**config.mk**
```make
export PLATFORM = sky130hd
export DESIGN_NAME = pulse_burst_scheduler
export DESIGN_NICKNAME = d
export VERILOG_FILES = /design/src/rtl/pulse_pkg.sv /design/src/rtl/pulse_req_fifo.sv /design/src/rtl/pulse_burst_scheduler.sv
export SDC_FILE = /design/constraint.sdc
export NUM_CORES = 1
export LEC_CHECK = 0
export BUFFER_PORTS_ARGS = -buffer_cell sky130_fd_sc_hd__buf_2
export CORE_MARGIN = 3
export CORE_UTILIZATION = 40
export CTS_BUF_LIST = sky130_fd_sc_hd__clkbuf_2
export DETAILED_ROUTE_END_ITERATION = 7
export PLACE_DENSITY_LB_ADDON = 0.25
export SLEW_MARGIN = 20
export SYNTH_ARGS = -nofsm -noshare
export SYNTH_HDL_FRONTEND = slang
export SYNTH_SLANG_ARGS = --single-unit
export TNS_END_PERCENT = 5
```
**constraint.sdc**
```tcl
create_clock -name clk -period 3.9 [get_ports clk]
set_input_delay 0.78 -clock clk [delete_from_list [all_inputs] [get_ports clk]]
set_output_delay 0.78 -clock clk [all_outputs]
set_load 0.05 [all_outputs]
```
**src/rtl/pulse_pkg.sv**
```systemverilog
// Shared types and helpers for the pulse burst scheduler slice.
package pulse_pkg;

  typedef enum logic [1:0] {DRAIN, IDLE, BUSY, GAP} sched_state_t;

  localparam int PULSE_CNT_W = 4;

  function automatic int level_w(input int depth);
    return $clog2(depth + 1);
  endfunction

endpackage

```
**src/rtl/pulse_req_fifo.sv**
```systemverilog
// Show-ahead synchronous request FIFO; extra pointer bit separates full from empty.
module pulse_req_fifo #(
  parameter int DEPTH = 4,
  parameter int WIDTH = 4
) (
  input  logic                         clk,
  input  logic                         rst_n,
  input  logic                         push,
  input  logic                         pop,
  input  logic                         flush,
  input  logic [WIDTH-1:0]             wdata,
  output logic                         full,
  output logic                         empty,
  output logic [$clog2(DEPTH+1)-1:0]   level,
  output logic [WIDTH-1:0]             head
);
  localparam int AW = $clog2(DEPTH);
  localparam int LW = $clog2(DEPTH + 1);

  logic [WIDTH-1:0] mem [DEPTH];
  logic [AW:0]      wptr, rptr;
  logic             do_push, do_pop;

  assign empty   = (wptr == rptr);
  assign full    = (wptr[AW] != rptr[AW]) && (wptr[AW-1:0] == rptr[AW-1:0]);
  assign do_push = push && !full && !flush;
  assign do_pop  = pop && !empty && !flush;
  assign level   = LW'(wptr - rptr);
  assign head    = empty ? '0 : mem[rptr[AW-1:0]];

  always_ff @(posedge clk or negedge rst_n) begin
    if (!rst_n) begin
      wptr <= '0;
      rptr <= '0;
    end else if (flush) begin
      rptr <= wptr;
    end else begin
      if (do_push) wptr <= wptr + 1'b1;
      if (do_pop)  rptr <= rptr + 1'b1;
    end
  end

  // Storage carries no reset; only pointers define validity.
  always_ff @(posedge clk) begin
    if (do_push) mem[wptr[AW-1:0]] <= wdata;
  end

endmodule

```
**src/rtl/pulse_burst_scheduler.sv**
```systemverilog
// Buffers pulse-count requests and issues them to the pulser, chaining gaplessly
// on last_pulse or inserting a programmable idle gap between bursts.
module pulse_burst_scheduler
  import pulse_pkg::*;
#(
  parameter int DEPTH        = 4,
  parameter int CNT_W        = PULSE_CNT_W,
  parameter int GAP_CYCLES   = 0,
  parameter int DRAIN_CYCLES = 2**CNT_W - 1
) (
  input  logic                          clk,
  input  logic                          rst_n,
  input  logic                          req_valid,
  input  logic [CNT_W-1:0]              req_count,
  output logic                          req_ready,
  input  logic                          flush,
  output logic                          pulser_start,
  output logic [CNT_W-1:0]              pulser_num,
  input  logic                          pulser_last,
  output logic                          busy,
  output logic [level_w(DEPTH)-1:0]     fifo_level,
  output logic                          zero_drop
);
  localparam int  DW    = (DRAIN_CYCLES > 0) ? $clog2(DRAIN_CYCLES + 1) : 1;
  localparam int  GW    = (GAP_CYCLES > 0) ? $clog2(GAP_CYCLES + 1) : 1;
  localparam bit  CHAIN = (GAP_CYCLES == 0);

  sched_state_t   state;
  logic [DW-1:0]  drain_cnt;
  logic [GW-1:0]  gap_cnt;
  logic           full, empty, accept, push, start_ok;

  assign req_ready    = !full && !flush;
  assign accept       = req_valid && req_ready;
  assign push         = accept && (req_count != '0);
  // last_pulse feeds start combinationally so a chained burst lands in the final active cycle.
  assign start_ok     = (state == IDLE) || ((state == BUSY) && pulser_last && CHAIN);
  assign pulser_start = !empty && !flush && start_ok;

  pulse_req_fifo #(.DEPTH(DEPTH), .WIDTH(CNT_W)) u_fifo (
    .clk   (clk),
    .rst_n (rst_n),
    .push  (push),
    .pop   (pulser_start),
    .flush (flush),
    .wdata (req_count),
    .full  (full),
    .empty (empty),
    .level (fifo_level),
    .head  (pulser_num)
  );

  always_ff @(posedge clk or negedge rst_n) begin
    if (!rst_n) begin
      state     <= DRAIN;
      drain_cnt <= DW'(DRAIN_CYCLES);
      gap_cnt   <= '0;
      busy      <= 1'b0;
      zero_drop <= 1'b0;
    end else begin
      zero_drop <= accept && (req_count == '0);
      case (state)
        // The pulser has no reset; wait out any burst that may still be running.
        DRAIN: begin
          if (drain_cnt <= DW'(1)) state <= IDLE;
          if (drain_cnt != '0)     drain_cnt <= drain_cnt - 1'b1;
        end
        IDLE: begin
          if (pulser_start) begin
            state <= BUSY;
            busy  <= 1'b1;
          end
        end
        BUSY: begin
          if (pulser_last && !pulser_start) begin
            busy <= 1'b0;
            if (GAP_CYCLES > 0) begin
              state   <= GAP;
              gap_cnt <= GW'(GAP_CYCLES);
            end else begin
              state <= IDLE;
            end
          end
        end
        GAP: begin
          if (gap_cnt <= GW'(1)) state <= IDLE;
          if (gap_cnt != '0)     gap_cnt <= gap_cnt - 1'b1;
        end
        default: state <= DRAIN;
      endcase
    end
  end

endmodule

```
======== Word level (Yosys, flattened, before mapping) ========
Memory sizes are Yosys's and may differ from the RTL's.
Cells that the tools add are included.
storage, ports and cells
  register bits ........................... 15
  RAM bits ................................ 16
  input port bits ......................... 9
  output and inout bits ................... 11
  word-level logic and storage cells ...... 68
  memories ................................ 1
cells by class
  add/subtract/negate cells ............... 5
  order comparisons ....................... 2
  eq/ne operators ......................... 10
  mux-type cells .......................... 14
  bitwise logic cells ..................... 1
  reductions and logical operators ........ 28
memory list
  memory      depth  width  rd ports  clocked after memory_dff  wr ports  line                  RTL
  u_fifo.mem  4      4      1         0                         1         pulse_req_fifo.sv:20  logic [WIDTH-1:0] mem [DEPTH];
operators with widths
  kind                   count
  $logic_and A1 B1 Y1    13
  $mux W2                4
  $pmux W2 S4            1
  $reduce_bool A4 Y1     2
  $add A3 B1 Y3 const B  2
  $mux W3                2
  $ne A2 B2 Y1 const B   3
  $mux W1                5
  $eq A2 B2 Y1 const B   2
  $le A4 B1 Y1 const B   1
  $logic_not A1 Y1       4
  $logic_not A4 Y1       1
  $mux W4                1
  $reduce_and A2 Y1      2
  $reduce_and A4 Y1      1
  $reduce_bool A2 Y1     2
  $sub A4 B1 Y4 const B  1
  $eq A3 B3 Y1           1
  $reduce_and A3 Y1      1
  $sub A3 B3 Y3          1
  $eq A2 B1 Y1 const B   1
  $eq A2 B2 Y1           1
  $logic_not A2 Y1       1
  $ne A2 B1 Y1 const B   1
  other kinds (6)        6

======== Longest topological paths before layout ========
  depth in word-level cells ............... 10
  gate-level depth with buffers ........... 6
  mapped depth without buffers ............ 6

======== Modules after synthesis ========
A second synthesis with hierarchy kept.
unflattened totals
  cells, all modules ...................... 125
  area, all modules ....................... 1581.5 sq um
by module, submodules not included
  module                 times used  cells each  area each (sq um)  seq. area each (sq um)
  pulse_req_fifo         1           82          1132.3             630.6
  pulse_burst_scheduler  1           43          449.2              205.2

======== Worst setup path before layout ========
OpenSTA, ideal clock, no wires.
  path type ............................... flip-flop to output port
  from .................................... register u_fifo.rptr[1]
  to ...................................... output req_ready
  data arrival time ....................... 1822 ps
  data required time ...................... 3120 ps
  slack ................................... 1298 ps
  stages on the path, launching flop included .. 5
  buffers on the path ..................... 0
  path through ............................ dfrtp_1 inv_1 ha_1 and2_1 a21oi_1
between the ends
  word-level cells in the longest chain between the ends .. 4
RTL lines
  item                      line                         RTL
  start: declaration        pulse_req_fifo.sv:21         logic [AW:0] wptr, rptr;
  start signal: assignment  pulse_req_fifo.sv:36         rptr <= wptr;
  start signal: assignment  pulse_req_fifo.sv:39         if (do_pop) rptr <= rptr + 1'b1;
  $eq A2 B2 Y1              pulse_req_fifo.sv:25         assign full = (wptr[AW] != rptr[AW]) && (wptr[AW-1:0] == rptr[AW-1:0]);
  $logic_and A1 B1 Y1       pulse_req_fifo.sv:25
  $logic_not A1 Y1          pulse_burst_scheduler.sv:33  assign req_ready = !full && !flush;
  $logic_and A1 B1 Y1       pulse_burst_scheduler.sv:33
  end: declaration          pulse_burst_scheduler.sv:15  output logic req_ready,
Every way passes these cells.

======== Final worst setup path ========
  from .................................... register u_fifo.rptr[0]
  to ...................................... output pulser_num[0]
between the ends
  word-level cells in the longest chain between the ends .. 2
  elaborated cells on any way between the ends .. 3
RTL lines
  item                                                  line                         RTL
  $mem_v2 Z4 W4 / $eq A3 B3 Y1 (equally long branches)  -
  $mux W4 (*)                                           pulse_req_fifo.sv:29         assign head = empty ? '0 : mem[rptr[AW-1:0]];
  end: declaration                                      pulse_burst_scheduler.sv:18  output logic [CNT_W-1:0] pulser_num,
Mark *: on every way between the ends. The rest lies on a longest branch, timed or not.

==> flow_metrics.tcl <==
set metrics [dict create \
    status "finished clean" \
    clockRootBuffer "clkbuf_2" \
    setup_viol 0 \
    cts_tree "yes" \
    holdCritPathClass "input pin to asynchronous set/reset pin" \
    hold_buffers 0 \
    htree_levels 2 \
    vias 896 \
    startpoint "u_fifo.rptr[0]$_DFFE_PN0P_" \
    final_cell_mix "buf_2, edfxtp_1, ha_1, dfrtp_1, inv_1" \
    hold_viol 0 \
    synth_area_um2 1530 \
    dieArea_um2 4610 \
    worstSetupStartpointType "register" \
    cp.required_ns 3.12 \
    dp_hpwl_um 2080 \
    clock_latency_ns 0.35 \
    end_kind "output pin" \
    drive_above_1_share_pct 33.3 \
    ant_nets 0 \
    period_share_pct 78.0 \
    endpoint "pulser_num[0]" \
    maxSlewViolCount 0 \
    tns_ns 0 \
    port_buffers 19 \
    fillCellCount 334 \
    worst-path-max-fanout 7 \
    relSlewSlack_pct 70.0 \
    path_clk_slew_ns 0.15 \
    grt_max_degree 15 \
    r2r-start "u_fifo.rptr[0]$_DFFE_PN0P_" \
    path_class "register to output pin" \
    gp_congestion 0.772 \
    placed_cell_area_um2 1670 \
    seq_area_frac_synth_pct 54.5 \
    synth_cell_types 36 \
    drt_wl_total_um 2720 \
    r2r-end "u_fifo.mem[0][3]$_DFFE_PP_" \
    antenna_found_initial 0 \
    grt_pass1_vias 904 \
    ys_seq_elements 30 \
    start_util_pct 43.6 \
    nets 154 \
    ff2ff_path_depth 4 \
    grt_pass1_wl_um 4370 \
    die_x_um 67.9 \
    diodes 0 \
    layout_commonest_cell "buf_2" \
    cap_violations 0 \
    grt_usage_pct 13.7 \
    numClockSinks 30 \
    fp-row-count 21 \
    multi_input_area_um2 652 \
    tightest_slew_ns 0.448 \
    ys_warn_count 0 \
    drtIter0Drc 38 \
    syn_nets 132 \
    wl_per_cell_um 15.0 \
    gr-total-overflow 0 \
    rsz0062_at_grt "false" \
    synthCells 112 \
    ios 20 \
    cts_setup_buffers 0 \
    cts_buffers 5 \
    holdWs_ns 0.296 \
    syn_to_final_growth_pct 11.4 \
    worst_ep_arrival_time_ns 2.26 \
    regArea_um2 836 \
    fin_area_um2 1710 \
    via_per_inst 4.95 \
    fin_util_pct 48.5 \
    skew_ns 0.0111 \
    clockBufferDepth 2 \
    drc 0 \
    regToRegSetupSlack_ns 1.72 \
    cts_resized 0 \
    synth_edf_count 16 \
    syn_area_per_cell_um2 13.7 \
    die_h_um 67.9 \
    synthArstFlopShare_pct 46.7 \
    max_freq_mhz 329 \
    synthFlopType "edfxtp_1" \
    fin_crit_ns 3.04 \
    firstDrtPassIters 4 \
    core_area_um2 3520 \
]
## worst max-delay path: stages (launching register included)
cell and delay [ns]:
dfrtp_1 0.55, ha_1 0.40, nand2_1 0.12, nor2_1 0.38
and2b_2 0.27, buf_2 0.20
## state kept, by name (all words and copies together) (netlist names)
signal and count:
drain_cnt 4, u_fifo.rptr 3, zero_drop 1, u_fifo.wptr 3, state 2, u_fifo.mem 16, busy 1
## metrics by stage
stage	std cells	setup slack [ns]
2_1_floorplan	112	1.30
3_3_place_gp	173	1.28
3_5_place_dp	173	1.26
4_1_cts	181	0.846
5_1_grt	181	0.723
6_report	181	0.858
## cell families (layout without fill, tap and decap cells)
kind of cell / Yosys count / in the layout / synth area share, %
flip-flops: 30 / 30 / 54.5
AND/OR/NAND/NOR: 28 / 28 / 11.0
AO/OA/AOI/OAI: 15 / 15 / 8.65
buffers and inverters: 12 / 35 / 3.02
adder cells (fa/ha/maj): 11 / 11 / 9.46
XOR/XNOR: 10 / 10 / 6.20
multiplexers: 6 / 6 / 7.18
## per-layer routing
metal / share of wire (%) / track usage (%)
met5: 0 / 0
met4: 1.8 / 6.70
met1: 47 / 17.2
met2: 47 / 21.4
met3: 4.5 / 3.94
## worst min-delay path by stage
stage | to | slack (ns) | cells past startpoint
6_report | zero_drop$_DFF_PN0_ | 0.30 | 1
5_1_grt | zero_drop$_DFF_PN0_ | 0.27 | 1
4_1_cts | zero_drop$_DFF_PN0_ | 0.29 | 1
3_5_place_dp | drain_cnt[0]$_DFFE_PN1P_ | 0.51 | 1
3_3_place_gp | drain_cnt[1]$_DFFE_PN1P_ | 0.49 | 2
2_1_floorplan | drain_cnt[1]$_DFFE_PN1P_ | 0.47 | 2
## cell usage after synthesis, types with 2 or more instances
cell / count / area, um^2
edfxtp_1: 16 / 480
o21ai_1: 2 / 10.0
dfrtp_1: 10 / 250
a21oi_1: 2 / 10.0
nor4_1: 2 / 12.5
xor2_1: 6 / 52.6
mux2i_1: 2 / 20.0
dfstp_2: 4 / 105
mux4_2: 4 / 90.1
nand2_1: 6 / 22.5
and2b_2: 4 / 35.0
o21ai_0: 3 / 15.0
clkbuf_1: 2 / 7.51
and2_1: 4 / 25.0
ha_1: 10 / 125
inv_1: 8 / 30.0
nor2_1: 5 / 18.8
xnor2_1: 3 / 26.3
nor2b_1: 2 / 12.5
## area by class of cell
class / count / area share, %
clock buffer: 6 / 1.76
clock inverter: 2 / 0.512
inverter: 8 / 1.76
multi-input combinational: 70 / 38.1
sequential: 30 / 48.9
tap: 46 / 3.37
timing repair buffer: 19 / 5.56
Power is not shown: default switching activity piles up to over one toggle a cycle in this logic, so the estimate is an artifact.
